File: src/rtl/fsm_op_scheduler_pkg.sv
// Shared definitions for the fsm_module operation scheduler.
//   state_t      : scheduler state encoding
//   DIR_*        : DIRECTION encoding towards fsm_module (1 = insert, 0 = release)
//   CNT_W        : width of the saturating phase counter
//   sat_inc()    : saturating increment for the phase counter
package fsm_op_scheduler_pkg;

    localparam int   CNT_W       = 8;
    localparam logic DIR_INSERT  = 1'b1;
    localparam logic DIR_RELEASE = 1'b0;

    typedef enum logic [2:0] {
        ST_IDLE,
        ST_ISSUE,
        ST_RUN,
        ST_DONE,
        ST_ALARM,
        ST_RECOVER
    } state_t;

    function automatic logic [CNT_W-1:0] sat_inc(input logic [CNT_W-1:0] v);
        return (v == '1) ? v : v + 1'b1;
    endfunction

endpackage

File: src/rtl/fsm_op_scheduler_rr_arbiter2.sv
// Two-way round-robin picker with a registered one-hot grant.
//   clk, rst_n : clock, asynchronous active-low reset
//   req        : request levels of ports 0/1
//   load       : take the current pick as the new owner (grant + owner update)
//   clear      : drop the grant (owner is remembered for the next round)
//   pick       : combinational choice among the current requests
//   grant      : registered one-hot grant, 0 when nobody owns the mechanism
//   owner      : last port granted (rr_last); resets to 1 so port 0 wins first
module rr_arbiter2
    import fsm_op_scheduler_pkg::*;
(
    input  logic       clk,
    input  logic       rst_n,
    input  logic [1:0] req,
    input  logic       load,
    input  logic       clear,
    output logic       pick,
    output logic [1:0] grant,
    output logic       owner
);

    // With both ports requesting, the one that did not win last goes next;
    // with a single request, req[1] alone is the index of the set bit.
    assign pick = (req == 2'b11) ? ~owner : req[1];

    always_ff @(posedge clk or negedge rst_n) begin
        if (!rst_n) begin
            grant <= 2'b00;
            owner <= 1'b1;
        end else if (load) begin
            grant <= pick ? 2'b10 : 2'b01;
            owner <= pick;
        end else if (clear) begin
            grant <= 2'b00;
        end
    end

endmodule

File: src/rtl/fsm_op_scheduler.sv
// Shares one fsm_module between two requesters. Grants round-robin, drives
// EN/DIRECTION/START, waits for the matching EN_INSERT/EN_RELEASE echo, times
// the operation and reports done/err to the owner. Plant faults force ALARM
// until software clears it, followed by a fixed RECOVER interval.
//   req/req_dir           : per-port request level and direction (1=insert)
//   fault_sense, alarm_clr: plant fault level, alarm clear pulse
//   fsm_insert/release/alarm : echoes and alarm from fsm_module
//   fsm_en/dir/start/fault   : registered controls to fsm_module
//   grant, done, err      : one-hot owner, completion and error pulses
//   busy, alarm_latched   : not idle, fault latched until clear accepted
module fsm_op_scheduler
    import fsm_op_scheduler_pkg::*;
#(
    parameter int OP_CYCLES      = 8,
    parameter int ACK_TIMEOUT    = 6,
    parameter int RECOVER_CYCLES = 4
) (
    input  logic       clk,
    input  logic       rst_n,
    input  logic [1:0] req,
    input  logic [1:0] req_dir,
    input  logic       fault_sense,
    input  logic       alarm_clr,
    input  logic       fsm_insert,
    input  logic       fsm_release,
    input  logic       fsm_alarm,
    output logic       fsm_en,
    output logic       fsm_dir,
    output logic       fsm_start,
    output logic       fsm_fault,
    output logic [1:0] grant,
    output logic [1:0] done,
    output logic [1:0] err,
    output logic       busy,
    output logic       alarm_latched
);

    state_t           state_reg, state_next;
    logic [CNT_W-1:0] cnt_reg, cnt_next;
    logic             dir_reg, dir_next;
    logic             alarm_next;
    logic [1:0]       done_next, err_next;
    logic             arb_load, arb_clear, arb_pick, owner;
    logic [1:0]       owner_oh;
    logic             fault_any, echo, active_next;

    rr_arbiter2 u_arb (
        .clk   (clk),
        .rst_n (rst_n),
        .req   (req),
        .load  (arb_load),
        .clear (arb_clear),
        .pick  (arb_pick),
        .grant (grant),
        .owner (owner)
    );

    genvar gi;
    generate
        for (gi = 0; gi < 2; gi++) begin : g_owner_oh
            assign owner_oh[gi] = (owner == 1'(gi));
        end
    endgenerate

    assign fault_any = fault_sense | fsm_alarm;
    // Only the echo matching the latched direction confirms the operation.
    assign echo      = (dir_reg == DIR_INSERT) ? fsm_insert : fsm_release;

    always_comb begin
        state_next = state_reg;
        alarm_next = alarm_latched;
        done_next  = 2'b00;
        err_next   = 2'b00;
        arb_load   = 1'b0;
        arb_clear  = 1'b0;

        if (fault_any) begin
            // Faults override every other transition, including a completion
            // on the same edge, which is then reported as an error.
            state_next = ST_ALARM;
            alarm_next = 1'b1;
            arb_clear  = 1'b1;
            if (state_reg == ST_ISSUE || state_reg == ST_RUN) begin
                err_next = owner_oh;
            end
        end else begin
            case (state_reg)
                ST_IDLE: begin
                    if (|req) begin
                        arb_load   = 1'b1;
                        state_next = ST_ISSUE;
                    end
                end
                ST_ISSUE: begin
                    if (echo) begin
                        state_next = ST_RUN;
                    end else if (cnt_reg == CNT_W'(ACK_TIMEOUT - 1)) begin
                        err_next   = owner_oh;
                        arb_clear  = 1'b1;
                        state_next = ST_DONE;
                    end
                end
                ST_RUN: begin
                    if (!echo) begin
                        err_next   = owner_oh;
                        arb_clear  = 1'b1;
                        state_next = ST_DONE;
                    end else if (cnt_reg == CNT_W'(OP_CYCLES - 1)) begin
                        done_next  = owner_oh;
                        arb_clear  = 1'b1;
                        state_next = ST_DONE;
                    end
                end
                ST_DONE: begin
                    state_next = ST_IDLE;
                end
                ST_ALARM: begin
                    // fault_any is already low here, so the clear is safe.
                    if (alarm_clr) begin
                        alarm_next = 1'b0;
                        state_next = ST_RECOVER;
                    end
                end
                ST_RECOVER: begin
                    if (cnt_reg == CNT_W'(RECOVER_CYCLES - 1)) begin
                        state_next = ST_IDLE;
                    end
                end
                default: begin
                    state_next = ST_IDLE;
                end
            endcase
        end

        // Every phase counts from zero on entry and saturates while it lasts.
        cnt_next    = (state_next != state_reg) ? '0 : sat_inc(cnt_reg);
        dir_next    = arb_load ? req_dir[arb_pick] : dir_reg;
        active_next = (state_next == ST_ISSUE) || (state_next == ST_RUN);
    end

    always_ff @(posedge clk or negedge rst_n) begin
        if (!rst_n) begin
            state_reg     <= ST_IDLE;
            cnt_reg       <= '0;
            dir_reg       <= DIR_RELEASE;
            alarm_latched <= 1'b0;
            done          <= 2'b00;
            err           <= 2'b00;
            fsm_en        <= 1'b0;
            fsm_dir       <= 1'b0;
            fsm_start     <= 1'b0;
            fsm_fault     <= 1'b0;
            busy          <= 1'b0;
        end else begin
            state_reg     <= state_next;
            cnt_reg       <= cnt_next;
            dir_reg       <= dir_next;
            alarm_latched <= alarm_next;
            done          <= done_next;
            err           <= err_next;
            fsm_en        <= active_next;
            fsm_dir       <= active_next & dir_next;
            fsm_start     <= active_next;
            fsm_fault     <= (state_next == ST_ALARM);
            busy          <= (state_next != ST_IDLE);
        end
    end

endmodule
File: config.mk
export PLATFORM = sky130hd
export DESIGN_NAME = fsm_op_scheduler
export DESIGN_NICKNAME = d
export VERILOG_FILES = /design/src/rtl/fsm_op_scheduler_pkg.sv /design/src/rtl/fsm_op_scheduler_rr_arbiter2.sv /design/src/rtl/fsm_op_scheduler.sv
export SDC_FILE = /design/constraint.sdc
export NUM_CORES = 1
export LEC_CHECK = 0
export CAP_MARGIN = 20
export CORE_AREA = 2 2 70 72
export DETAILED_ROUTE_END_ITERATION = 8
export DIE_AREA = 0 0 72 74
export PLACE_DENSITY = 0.5
export SYNTH_ARGS = -nofsm -noshare
export SYNTH_HDL_FRONTEND = slang
export SYNTH_SLANG_ARGS = --single-unit
File: constraint.sdc
create_clock -name clk -period 4.1 [get_ports clk]
set_input_delay 0.615 -clock clk [delete_from_list [all_inputs] [get_ports clk]]
set_output_delay 0.615 -clock clk [all_outputs]
set_load 0.03 [all_outputs]
## After elaboration in Yosys (flattened, before gate mapping)

Cells that the tools add are included.

| cells by class | value |
|---|---|
| add/subtract/negate cells | 1 |
| $lt $le $gt $ge | 1 |
| eq/ne operators | 14 |
| mux-type cells | 41 |
| bitwise logic cells | 3 |
| reductions and logical operators | 9 |

Operators by type and width:

| operator | number |
|---|---|
| $mux W2 | 12 |
| $mux W3 | 8 |
| $eq A8 B3 Y1 const B | 2 |
| $mux W1 | 16 |
| $mux W8 | 2 |
| $pmux W3 S5 | 1 |
| $eq A3 B3 Y1 const B | 3 |
| $add A8 B1 Y8 const B | 1 |
| $eq A8 B2 Y1 const B | 1 |
| $eq A8 B8 Y1 const B | 1 |
| $eq A3 B1 Y1 const B | 2 |
| $eq A3 B2 Y1 const B | 2 |
| $reduce_bool A2 Y1 | 3 |
| $pmux W2 S2 | 1 |
| $logic_not A3 Y1 | 1 |
| $ne A3 B3 Y1 | 1 |
| $reduce_bool A3 Y1 | 1 |
| $eq A2 B2 Y1 const B | 1 |
| $logic_or A1 B1 Y1 | 2 |
| $lt A1 B2 Y1 const B | 1 |
| $ne A2 B2 Y1 const B | 1 |
| $pmux W1 S2 | 1 |
| $reduce_and A2 Y1 | 1 |
| $reduce_or A2 Y1 | 1 |
| 3 further kinds | 3 |

| storage, ports and cells | value |
|---|---|
| flip-flop bits (word level) | 24 |
| input port bits | 11 |
| output and inout bits | 12 |

## Logic depth before layout (Yosys ltp)

Gate-level depths: netlist of the first run.

| logic depth | value |
|---|---|
| depth in word-level cells | 8 |
| gate-level depth with buffers | 8 |
| mapped depth without buffers | 7 |

## Modules after synthesis

A second synthesis of the first run with hierarchy kept.

| unflattened totals | value |
|---|---|
| cells, all modules | 152 |
| area total of the unflattened synthesis | 1492.7 sq um |

By module, submodules not included:

| module | times used | cells each | area an instance (sq um) | sequential area each (sq um) |
|---|---|---|---|---|
| fsm_op_scheduler | 1 | 143 | 1361.3 | 525.5 |
| rr_arbiter2 | 1 | 9 | 131.4 | 76.3 |

## Worst setup path after synthesis of the first run

OpenSTA, ideal clock, no wires.

| timing path | value |
|---|---|
| path kind | register to register |
| start | reg cnt_reg[4] |
| end | reg busy |
| library setup time | 0.131 ns |
| data arrival time | 2.175 ns |
| required time | 3.969 ns |
| slack | 1.794 ns |
| stages on the path, launching flop included | 8 |
| path buffers | 1 |
| cells stage by stage | dfrtp_1 > or4_4 > or4b_4 > nand3_2 > a21o_1 > buf_6 > inv_4 > or3_4 |

| on the way | value |
|---|---|
| word-level cells in the longest chain between the ends | 6 |
| elaborated cells on any way between the ends | 11 |
| classes of those cells | 3 x eq/ne; 7 x mux; 1 x reduce/logical |

RTL lines:

| what | line | source |
|---|---|---|
| start: declaration | fsm_op_scheduler.sv:39 | `logic [CNT_W-1:0] cnt_reg, cnt_next;` |
| start signal: assignment | fsm_op_scheduler.sv:156 | `cnt_reg <= cnt_next;` |
| $eq A8 B3 Y1, on equally long branches | fsm_op_scheduler.sv:108, fsm_op_scheduler.sv:97 |  |
| $mux W3, on equally long branches | fsm_op_scheduler.sv:108, fsm_op_scheduler.sv:97 |  |
| $mux W3, on equally long branches | fsm_op_scheduler.sv:104, fsm_op_scheduler.sv:95 |  |
| $pmux W3 S5 * | fsm_op_scheduler.sv:87 | `case (state_reg)` |
| $mux W3 * | fsm_op_scheduler.sv:77 | `if (fault_any) begin` |
| via state_next[0] | fsm_op_scheduler.sv:38 | `state_t state_reg, state_next;` |
| $reduce_bool A3 Y1 * | fsm_op_scheduler.sv:165 | `busy <= (state_next != ST_IDLE);` |
| end signal: assignment | fsm_op_scheduler.sv:165 |  |
| end: declaration | fsm_op_scheduler.sv:34 | `output logic busy,` |

The timed path passes the listed nets; every way through them passes the cells marked *.
A chain may end at the register's enable or synchronous reset.

## Final worst setup path of the first run

| timing path | value |
|---|---|
| start | reg state_reg[0] |
| end | reg busy |

| on the way | value |
|---|---|
| word-level cells in the longest chain between the ends | 5 |
| elaborated cells on any way between the ends | 15 |
| classes of those cells | 4 x eq/ne; 9 x mux; 2 x reduce/logical |

RTL lines:

| what | line | source |
|---|---|---|
| start: declaration | fsm_op_scheduler.sv:38 |  |
| start signal: assignment | fsm_op_scheduler.sv:155 | `state_reg <= state_next;` |
| $mux W3, on equally long branches | fsm_op_scheduler.sv:108, fsm_op_scheduler.sv:97 |  |
| $mux W3, on equally long branches | fsm_op_scheduler.sv:104, fsm_op_scheduler.sv:95 |  |
| $pmux W3 S5 * | fsm_op_scheduler.sv:87 |  |
| $mux W3 * | fsm_op_scheduler.sv:77 |  |
| via state_next[0] | fsm_op_scheduler.sv:38 |  |
| $reduce_bool A3 Y1 * | fsm_op_scheduler.sv:165 |  |

Marked as above.

==> results.txt, run 1 <==
- A synthesized cell averages 9.650 um2.
- Total global-route track usage: 12.81%
* Die span in x: 72 um
- For this run the aggregate overflow at the end of global routing stands at 0.
* Worst slack at placement: 1256 ps
- Most frequent standard cell in the layout excluding fill and tap cells: sky130_fd_sc_hd__dfrtp_1
* Largest net degree at the start of global routing: 19
- STA classifies the critical path endpoint as a flip-flop.
- Std-Cell Core Area: 4598 um2
- In the routed layout, each cell is associated on average with a via count of 5.311.
- Data arrival time at the worst-slack endpoint: 2730 ps
- The wire-length estimate of the detail-placed layout is 2354 um.
* Area added between synthesis and finish: 24.53%
- After routing, the total negative slack on setup checks comes to 0 ps.
- Minimum clock period after layout: 2580 ps
* CTS tree: built
* Static Leakage: 0.0006914 uW
- The first TritonRoute pass finished after 4 iterations.
- PwrDens: 366.7 nW/um2
- After detailed routing, the number of remaining DRC violations is 0.
* Initial cell density of the core: 29.17%
* Post-DP Area: 1615 um2
- DRT antenna net count: 0
* Flip-flop count of the largest register after layout: 8
* Worst rel slew slack: 49.55%
* Post-CTS Resized: 0
- The number of antenna violations at the first check in global routing came to 0.
- Pin slew with the least headroom to its limit: 747.0 ps
- Sequential elements use 44.87% of the synthesized area.
* Fraction of synthesis flops using an asynchronous set or reset pin: 100.0%
- Die footprint: 5328 um2
* Max Slew Vio Count: 0
- Post-CTS timing repair inserted 0 buffers for setup.
* Worst IR Drop VDD: 0.1353 mV
- Counting flops and latches in the post-synthesis netlist gives 24.
- Wirelength, routed: 3145 um
- The library cells used most frequently in the layout, excluding fill and tap cells, are sky130_fd_sc_hd__dfrtp_1, sky130_fd_sc_hd__clkdlybuf4s50_1, sky130_fd_sc_hd__a21oi_1.
- Row count: 25
- Buffers placed on the I/O ports in this run total 22.
* Unrepaired setup endpoints after global routing: false
* Number of top-level pins: 23
- The number of nets in the synthesized netlist is 152.
- Vias after detailed routing: 1126
* Setup CP Type: reg -> reg
- In the post-route analysis, the smallest setup slack over all paths is 1520 ps.
* CTS H-tree depth: 1
- Of the available clock period, the critical path in the final layout requires 62.92%.
- Clock edge transition at the registers on the reported setup and hold paths: 90 ps
* Nets@finish: 172
* Number of warning messages in the yosys log: 0
- Detail-routed net length per standard cell: 14.83 um
- The number of endpoints with negative hold slack in the final report came to 0.
- Total power for the finished layout comes to 612.5 uW.
- The repair_antennas step left the layout with diodes totalling 0.
* Post-synthesis cell type count: 50
* Achievable frequency: 0.3876 GHz
- The min-delay analysis places its worst path in the category reg -> reg.
- Run status: completed
- The die is 74 um tall.
- Global placer's final weighted congestion: 0.8606
- The cell count after synthesis came out at 139.
- Clk buf depth: 2
- WP data required: 4250 ps
* First-pass GRT wire length: 5271 um
- In this run the worst path has a maximum fanout of 18.
- Primary FF master, synth: sky130_fd_sc_hd__dfrtp_1
- In this run, synthesis inferred 0 flip-flops with an integrated enable.
- Clock latency of the later-clocked register in the worst-skew pair: 270 ps
- Final setup fails: 0
- Cells with a size suffix above 1 make up 13.92% of the layout.
* Number of buffers added by the clock tree synthesis step: 3
* Number of clock sinks seen by CTS: 24
- For the final database, setup skew stands at 1.537 ps.
* Clk root buf: sky130_fd_sc_hd__clkbuf_8
* Maximum Capacitance Violations: 0
- Post-synthesis instance area: 1341 um2
- After the first detailed-routing iteration, the DRC count stood at 72.
- In this run, post-CTS hold repair placed 0 buffers.
- STA classifies the critical path startpoint as a flip-flop.
- Vias in the first global route: 1062
- Post-layout instance area: 1670 um2
layout make-up:
cell class	count	area (um2)
inverter	6	25.02
tap	54	67.56
fill	453	2928
timing repair buffer	24	259.0
multi-input combinational	100	661.9
sequential	24	601.8
clock buffer	4	55.05
path summary, 6_finish.rpt:
path	cells after the start	slack, ps	startpoint	to
max in group asynchronous	2	3050	rst_n	state_reg[1]$_DFF_PN0_
worst max-delay path	6	1520	state_reg[0]$_DFF_PN0_	busy$_DFF_PN0_
worst min-delay path	2	480	alarm_latched$_DFFE_PN0P_	alarm_latched$_DFFE_PN0P_
min in group asynchronous	1	630	rst_n	err[1]$_DFF_PN0_
worst max register to register	6	1520	state_reg[0]$_DFF_PN0_	busy$_DFF_PN0_
worst min register to register	2	480	alarm_latched$_DFFE_PN0P_	alarm_latched$_DFFE_PN0P_
cell usage after synthesis (all sizes together) (2+ instances only):
cell type	n	area (um2)
dfrtp	23	575.6
a21oi	13	65.06
nand2	10	37.54
nand3	9	50.05
nor2	9	33.78
buf	6	41.28
inv	6	25.03
and3	5	33.78
nor4	5	31.28
mux2	4	45.04
o21ai	4	20.02
a31oi	3	18.77
clkbuf	3	11.26
nor3	3	15.01
a211oi	2	15.01
a21o	2	16.27
ha	2	25.02
nand4	2	12.51
o2111ai	2	17.52
xnor2	2	17.52
critical path: stages (launching register included):
cell and delay, ps:
sky130_fd_sc_hd__dfrtp_1 740, sky130_fd_sc_hd__or3b_2 270, sky130_fd_sc_hd__nor4_1 80, sky130_fd_sc_hd__nor4_1 520, sky130_fd_sc_hd__a21o_1 420, sky130_fd_sc_hd__inv_4 50, sky130_fd_sc_hd__or3_4 380
per-layer routing:
| layer | vias up | global-route usage [%] | share of wire (%) |
|---|---|---|---|
| met5 | - | 0 | 0 |
| met4 | 0 | 5.031 | 1.3 |
| met3 | 4 | 1.626 | 4.5 |
| met2 | 29 | 21.19 | 48 |
| met1 | 541 | 17.23 | 46 |
| li1 | 552 | - | - |
through the flow:
stage,cells,hold slack (ps),utilization [%]
2_1_floorplan,139,319.4,-
6_report,212,478.8,36.33
3_5_place_dp,208,466.5,35.13
4_1_cts,212,485.1,36.33
5_1_grt,212,535.4,36.33
3_3_place_gp,206,468.7,34.29
kinds of logic after synthesis:
group	synth area share (%)
AO/OA/AOI/OAI	18.01
XOR/XNOR	1.959
adder cells (fa/ha/maj)	1.865
buffers and inverters	5.783
flip-flops	44.87
multiplexers	4.104
AND/OR/NAND/NOR	23.41
power by group:
part	switching, uW	internal, uW
registers	39.0	262
clock network	78.1	85.8
logic	74.6	73.1
total	192	421
Note: power is estimated with default switching activity, not from simulation.
==> inputs of run 2 (changes only) <==
==> constraint.sdc (replaced) <==
create_clock -name clk -period 2.65 [get_ports clk]
set_input_delay 0.3975 -clock clk [delete_from_list [all_inputs] [get_ports clk]]
set_output_delay 0.3975 -clock clk [all_outputs]
set_load 0.03 [all_outputs]
==> run 2 against run 1 <==
Against the previous run:
- core utilization hardly changed
- critical endpoint unchanged
- critical path depth is the same
- sequential power rose by 54%
- flip-flop and latch count unchanged
- routed wire length hardly changed
- die area stayed put
- design area barely moved
- largest power group unchanged
==> results.txt, run 2 (synthesized netlist as in run 1, its figures left out) <==
- Run status: completed
* PwrDens: 551.2 nW/um2 (+50%)
- Worst Skew: 1.542 ps (+0.005550 ps)
- In this run the critical register-to-register path is launched from cnt_reg[4]$_DFFE_PN0P_.
- Die footprint: 5328 um2 (unchanged)
- Max Slew Vio Count: 0 (unchanged)
* Vias in the first global route: 1119 (+5.4%)
* Hold-critical path endpoint: alarm_latched$_DFFE_PN0P_
- Worst Hold Path Cells: 2 (unchanged)
- First-pass GRT wire length: 5278 um (+0.13%)
* Proportion of layout cells with a drive suffix above 1: 15.95% (+2.0 points)
- The flop-to-flop setup slack was 120 ps (-1400 ps).
- The fraction of the cycle the final worst path needs was 95.32% (+32 points).
- Worst IR Drop VDD: 0.2330 mV (+72%)
- Antenna violations before repair: 0 (unchanged)
- Half-perimeter wire length after detailed placement: 2459 um (+4.4%)
* Static Leakage: 0.0007001 uW (+1.3%)
- The area of the multi-input gates is 661.9 um2 (unchanged).
* Sw Share: 31.91% (+0.61 points)
- Number of failing hold endpoints at the final stage: 0 (unchanged)
- Leading cell types in the layout, fill and taps excluded: sky130_fd_sc_hd__dfrtp_1, sky130_fd_sc_hd__clkdlybuf4s50_1, sky130_fd_sc_hd__a21oi_1
* Worst slack at placement: -19.01 ps (-1275 ps)
- Die span in x: 72 um (unchanged)
- The number of cell rows is 25 (unchanged).
- TritonCTS built the clock tree.
* Post-CTS Hold Buffers: 0 (unchanged)
- The starting density of the core was 29.17% (unchanged).
* Least setup slack across all paths after layout: 124.1 ps (-1396 ps)
* Cell Int Power: 627.4 uW (+49%)
* Chip height: 74 um (unchanged)
- Vias after detailed routing: 1125 (-0.089%)
- The total routing resource utilization after global routing is 12.83% (+0.018 points).
- The measured slew at the worst slew-check pin is 653.9 ps (-93.01 ps).
- Global placer's final weighted congestion: 0.8902 (+3.4%)
* Clock edge transition at the registers on the reported setup and hold paths: 80 ps (about the same)
* Post-DP Area: 1627 um2 (+0.70%)
- Remaining DRCs: 0 (unchanged)
* Hold crit path type: reg -> reg
- The post-route cell area came to 1672 um2 (about the same).
- The maximum clock frequency was 0.3959 GHz (+2.1%).
- Worst min-delay path startpoint: alarm_latched$_DFFE_PN0P_
- Total grt overflow: 0 (unchanged)
* Std-Cell Core Area: 4598 um2 (unchanged)
* FF-to-FF End: busy$_DFF_PN0_
* Number of cell instances on the worst register-to-register path: 6 (unchanged)
* FF+latch area: 601.8 um2 (unchanged)
- The logic gate share of total power was 25.6% (+1.5 points).
* Most frequent standard cell in the layout excluding fill and tap cells: sky130_fd_sc_hd__dfrtp_1
- Via density per instance: 5.184 (-2.4%)
* Port bufs: 22 (unchanged)
- Detail-routed net length per standard cell: 14.50 um (-2.2%)
* Clock latency of the later-clocked register in the worst-skew pair: 260 ps (about the same)
- DRT antenna net count: 0 (unchanged)
- The maximum root-to-sink buffer count is 2 (unchanged).
- Nets@finish: 177 (+2.9%)
* Share of power burned in the clock network: 24.0% (-2.8 points)
* Worst rel slew slack: 55.83% (+6.3 points)
- Critical path, cell by cell: or4_4, or4b_4, nand3_2, a21o_1, inv_4, or3_4
* Largest net degree at the start of global routing: 14 (-5)
* Clk root buf: sky130_fd_sc_hd__clkbuf_8
- The area added between synthesis and finish is 24.63% (about the same).
- CTS H-tree depth: 1 (unchanged)
- Number of buffers added by the clock tree synthesis step: 3 (unchanged)
- Final-layout fill cell count: 451 (-0.44%)
* Ant diodes: 0 (unchanged)
- The count of boundary I/O pins was 23 (unchanged).
* WP data required: 2800 ps (-1450 ps)
* Number of DRC violations after detailed-routing iteration 0: 45 (-38%)
* Critical path's slowest cell: sky130_fd_sc_hd__or4_4
* Data arrival time at the worst-slack endpoint: 2670 ps (-60 ps)
- The worst setup path is launched from a flip-flop.
- Setup repair after global routing left no endpoint under its margin.
* Minimum clock period after layout: 2526 ps (-53.85 ps)
- The worst setup path is captured at a flip-flop.
- The peak fanout along the critical path was 9 (-9).
- Number of clock sinks seen by CTS: 24 (unchanged)
- Maximum Capacitance Violations: 0 (unchanged)
- The wire length reported by the detailed router came to 3147 um (about the same).
* Post-CTS Repair Setup Buffers: 0 (unchanged)
- The quantity of gates resized following cts is 0 (unchanged).
- The net switching power is 294.0 uW (+53%).
- Proportion of power drawn by flip-flops and latches: 50.4% (+1.3 points)
- The peak per-stage delay on the critical path came to 590 ps (-150 ps).
* Drt first pass iters: 4 (unchanged)
* Final setup fails: 0 (unchanged)
- Flip-flop count of the largest register after layout: 8 (unchanged)
* Setup CP Type: reg -> reg
run 2: changes by cell type in the layout (fill, tap and decap cells not counted):
cell	previous run	this run
sky130_fd_sc_hd__buf_16	1	0
sky130_fd_sc_hd__buf_2	0	1
sky130_fd_sc_hd__buf_4	0	6
sky130_fd_sc_hd__clkbuf_1	0	1
sky130_fd_sc_hd__clkbuf_8	4	3
sky130_fd_sc_hd__clkdlybuf4s15_2	1	0
run 2: worst max-delay path by stage:
stage                                 from                endpoint  cells past startpoint
floorplan           cnt_reg[4]$_DFFE_PN0P_          busy$_DFF_PN0_                      7
global placement               fsm_release  cnt_reg[1]$_DFFE_PN0P_                      6
detailed placement             fsm_release          busy$_DFF_PN0_                      7
CTS                 cnt_reg[4]$_DFFE_PN0P_          busy$_DFF_PN0_                      6
global route        cnt_reg[4]$_DFFE_PN0P_          busy$_DFF_PN0_                      6
finish              cnt_reg[4]$_DFFE_PN0P_          busy$_DFF_PN0_                      6
run 2: power groups by stage:
stage | Clock (uW) | Sequential, uW | Combinational (uW)
4_1_cts | 235 | 462 | 237
6_report | 221 | 465 | 236
3_3_place_gp | 0 | 467 | 230
5_1_grt | 248 | 469 | 266
2_1_floorplan | 0 | 446 | 186
3_5_place_dp | 0 | 469 | 236
run 2: area by class of cell:
| type | instances | area share (%) |
|---|---|---|
| Sequential cell | 24 | 36.00 |
| Tap cell | 54 | 4.042 |
| Multi-Input combinational cell | 100 | 39.60 |
| Clock buffer | 4 | 2.695 |
| Inverter | 6 | 1.497 |
| Timing Repair Buffer | 29 | 16.17 |
run 2: per-layer routing:
metal | routed length (um) | vias to the layer above | GRT usage, %
met3 | 126 | 4 | 2.439
met5 | 0 | - | 0
met1 | 1425 | 532 | 15.58
met4 | 46 | 0 | 5.241
met2 | 1548 | 30 | 22.53
li1 | - | 559 | -
run 2: stage by stage:
step / hold WS, ps / instances / total power (uW) / setup TNS [ps] / util [%]
global route: 512.5 / 217 / 983.4 / 0 / 36.35
finish: 478.6 / 217 / 921.5 / 0 / 36.35
CTS: 484.6 / 217 / 933.8 / 0 / 36.35
detailed placement: 462.6 / 213 / 705.1 / -19.01 / 35.37
floorplan: 101.9 / 139 / 632.2 / 0 / -
global placement: 468.5 / 212 / 697.1 / 0 / 35.27
run 2: worst max-delay path: cells and delay by family, from the launching register on:
kind / cells / cell delay (ps)
simple gates: 4 / 1570
flops: 1 / 450
compound gates: 1 / 330
buf+inv: 1 / 60
==> inputs of run 3 (changes only) <==
--- a/config.mk
+++ b/config.mk
@@ -9,7 +9,7 @@
 export CORE_AREA = 2 2 70 72
 export DETAILED_ROUTE_END_ITERATION = 8
 export DIE_AREA = 0 0 72 74
-export PLACE_DENSITY = 0.5
+export PLACE_DENSITY = 0.52
 export SYNTH_ARGS = -nofsm -noshare
 export SYNTH_HDL_FRONTEND = slang
 export SYNTH_SLANG_ARGS = --single-unit
==> constraint.sdc (replaced) <==
create_clock -name clk -period 2.22 [get_ports clk]
set_input_delay 0.333 -clock clk [delete_from_list [all_inputs] [get_ports clk]]
set_output_delay 0.333 -clock clk [all_outputs]
set_load 0.03 [all_outputs]
==> run 3 against run 2 <==
Against the previous run:
- the flow now finishes with violations (setup timing)
- combinational power grew 39%
- flip-flop and latch count did not move
- total power grew 36%
- cell count rose by 5.5%
- non-clock buffer count grew 12
- sequential power increased by 16%
- clock skew up 2.3 ps
- critical endpoint unchanged
==> results.txt, run 3 (synthesized netlist as in run 1, its figures left out) <==
- Run status: finished, violations left
* Violated checks: setup timing
* Chip height: 74 um (unchanged)
* Element type at the critical path start: flip-flop
* Port bufs: 22 (unchanged)
- Ant diodes: 0 (unchanged)
- Final-layout fill cell count: 433 (-4.0%)
* CTS H-tree depth: 1 (unchanged)
* Total global-route track usage: 12.53% (-0.31 points)
- Via density per instance: 5.301 (+2.3%)
* Area added between synthesis and finish: 35.35%
- The library cell used most frequently in the layout, excluding fill and tap cells, is sky130_fd_sc_hd__dfrtp_1.
- Number of buffers added by the clock tree synthesis step: 3 (unchanged)
- Worst slack at placement: -92.86 ps (-73.85 ps)
- Clock edge transition at the registers on the reported setup and hold paths: 90 ps (about the same)
* Setup CP Type: reg -> reg
- Row count: 25 (unchanged)
- Setup repair after global routing could not meet its margin everywhere.
- The count of vias placed by the detailed router is 1214 (+7.9%).
- WP data required: 2370 ps (-430 ps)
- Flip-flop count of the largest register after layout: 8 (unchanged)
- The number of max-cap violations was 0 (unchanged).
- Data arrival time at the worst-slack endpoint: 2380 ps (-290 ps)
- Clk root buf: sky130_fd_sc_hd__clkbuf_8
* Detail-routed net length per standard cell: 14.53 um (+0.18%)
* First-pass GRT wire length: 5285 um (+0.13%)
- The total overflow reported by the global router is 0 (unchanged).
- Pin slew with the least headroom to its limit: 493.4 ps (-160.5 ps)
- Die footprint: 5328 um2 (unchanged)
* Worst Skew: 3.891 ps (+2.349 ps)
- Die span in x: 72 um (unchanged)
* Clock latency of the later-clocked register in the worst-skew pair: 270 ps (about the same)
- The fraction of the cycle the final worst path needs is 100.2% (+4.8 points).
- Vias in the first global route: 1142 (+2.1%)
* Hold crit path type: in -> async
- Antenna violations before repair: 0 (unchanged)
- Achievable frequency: 0.4498 GHz (+14%)
- The largest net degree at the start of global routing was 25 (+11).
- Remaining DRCs: 0 (unchanged)
* Number of clock sinks seen by CTS: 24 (unchanged)
- Least setup slack across all paths after layout: -3.398 ps (-127.5 ps)
* Type of destination of the critical path: flip-flop
* Total design power: 1257 uW (+36%)
* Drt first pass iters: 6 (+2)
* Std-Cell Core Area: 4598 um2 (unchanged)
* Number of top-level pins: 23 (unchanged)
* Clk buf depth: 2 (unchanged)
- The net count of the finished layout was 189 (+6.8%).
- Half-perimeter wire length after detailed placement: 2412 um (-1.9%)
- The remaining number of nets flagged by the antenna check after routing came to 0 (unchanged).
- Post-CTS Hold Buffers: 0 (unchanged)
* Minimum clock period after layout: 2223 ps (-302.5 ps)
- The peak fanout along the critical path was 5 (-4).
- The maximum resistive drop on vdd was 0.5202 mV (+120%).
- The starting density of the core came to 29.17% (unchanged).
- The number of endpoints failing setup at the final stage came to 1 (+1).
- CTS tree: built
- The violation count after the first detailed-routing iteration is 70 (+56%).
- Worst rel slew slack: 66.64% (+11 points)
- Proportion of layout cells with a drive suffix above 1: 25.14% (+9.2 points)
* Global placer's final weighted congestion: 0.8520 (-4.3%)
- The number of endpoints with negative hold slack in the final report is 0 (unchanged).
* Leading cell types in the layout, fill and taps excluded: sky130_fd_sc_hd__dfrtp_1, sky130_fd_sc_hd__clkdlybuf4s50_1, sky130_fd_sc_hd__buf_4
- Wirelength, routed: 3327 um (+5.7%)
* Max Slew Vio Count: 0 (unchanged)
* Static Leakage: 0.0007773 uW (+11%)
- The power density over the cells came to 692.6 nW/um2 (+26%).
==> run 3: timing repair <==
item | CTS | global route
endpoints found under the setup margin | 2 | 10
buffers inserted | 1 | 0
pin swaps | 1 | 0
gates resized for setup | 1 | 5
==> run 3: area by class of cell <==
cell class                 instances  area (um2)  area share, %
clock buffer                       3       41.29          2.274
inverter                           6       25.02          1.378
tap                               54       67.56          3.722
timing repair buffer              41       362.8          19.99
clock inverter                     1       30.03          1.654
multi-input combinational        100       686.9          37.84
sequential                        24       601.8          33.15
==> run 3: critical path, cell delays in order, from the launching register on <==
cell and delay, ps:
sky130_fd_sc_hd__dfrtp_1 380, sky130_fd_sc_hd__or4_4 580, sky130_fd_sc_hd__or4b_4 530, sky130_fd_sc_hd__nand3_2 80
sky130_fd_sc_hd__a21o_1 180, sky130_fd_sc_hd__inv_4 40, sky130_fd_sc_hd__or3_4 310
==> run 3: layer usage <==
layer	up-vias	wire [um]	GRT usage (%)
li1	586	-	-
met3	2	160	2.846
met5	-	0	0
met2	30	1714	23.87
met1	596	1444	14.94
met4	0	7	1.258
==> run 3: final timing paths <==
kind / startpoint / to / slack, ps / cells after the start
setup / recovery: cnt_reg[4]$_DFFE_PN0P_ / busy$_DFF_PN0_ / -3 / 6
hold / removal: rst_n / done[0]$_DFF_PN0_ / 420 / 2
setup reg to reg: cnt_reg[4]$_DFFE_PN0P_ / busy$_DFF_PN0_ / -3 / 6
hold reg to reg: alarm_latched$_DFFE_PN0P_ / alarm_latched$_DFFE_PN0P_ / 490 / 2
max in group asynchronous: rst_n / u_arb.owner$_DFFE_PN1P_ / 1510 / 2
min in group clk: alarm_latched$_DFFE_PN0P_ / alarm_latched$_DFFE_PN0P_ / 490 / 2
==> run 3: power breakdown <==
part           switching, uW  internal (uW)  leakage [uW]  total [uW]
clock network            148            241     0.0000357         389
logic                    168            160      0.000436         328
registers               56.9            484      0.000305         541
==> run 3: metrics by stage <==
stage          instance area, um2  hold slack (ps)  utilization [%]  std cells  TNS, ps
5_1_grt                      1815            450.1            39.48        229   -76.58
4_1_cts                      1790            434.3            38.94        229        0
2_1_floorplan                1341            37.41                -        139   -22.50
3_3_place_gp                 1712            468.4            37.22        224   -257.7
3_5_place_dp                 1712            478.1            37.22        224   -428.3
6_report                     1815            423.3            39.48        229   -3.398
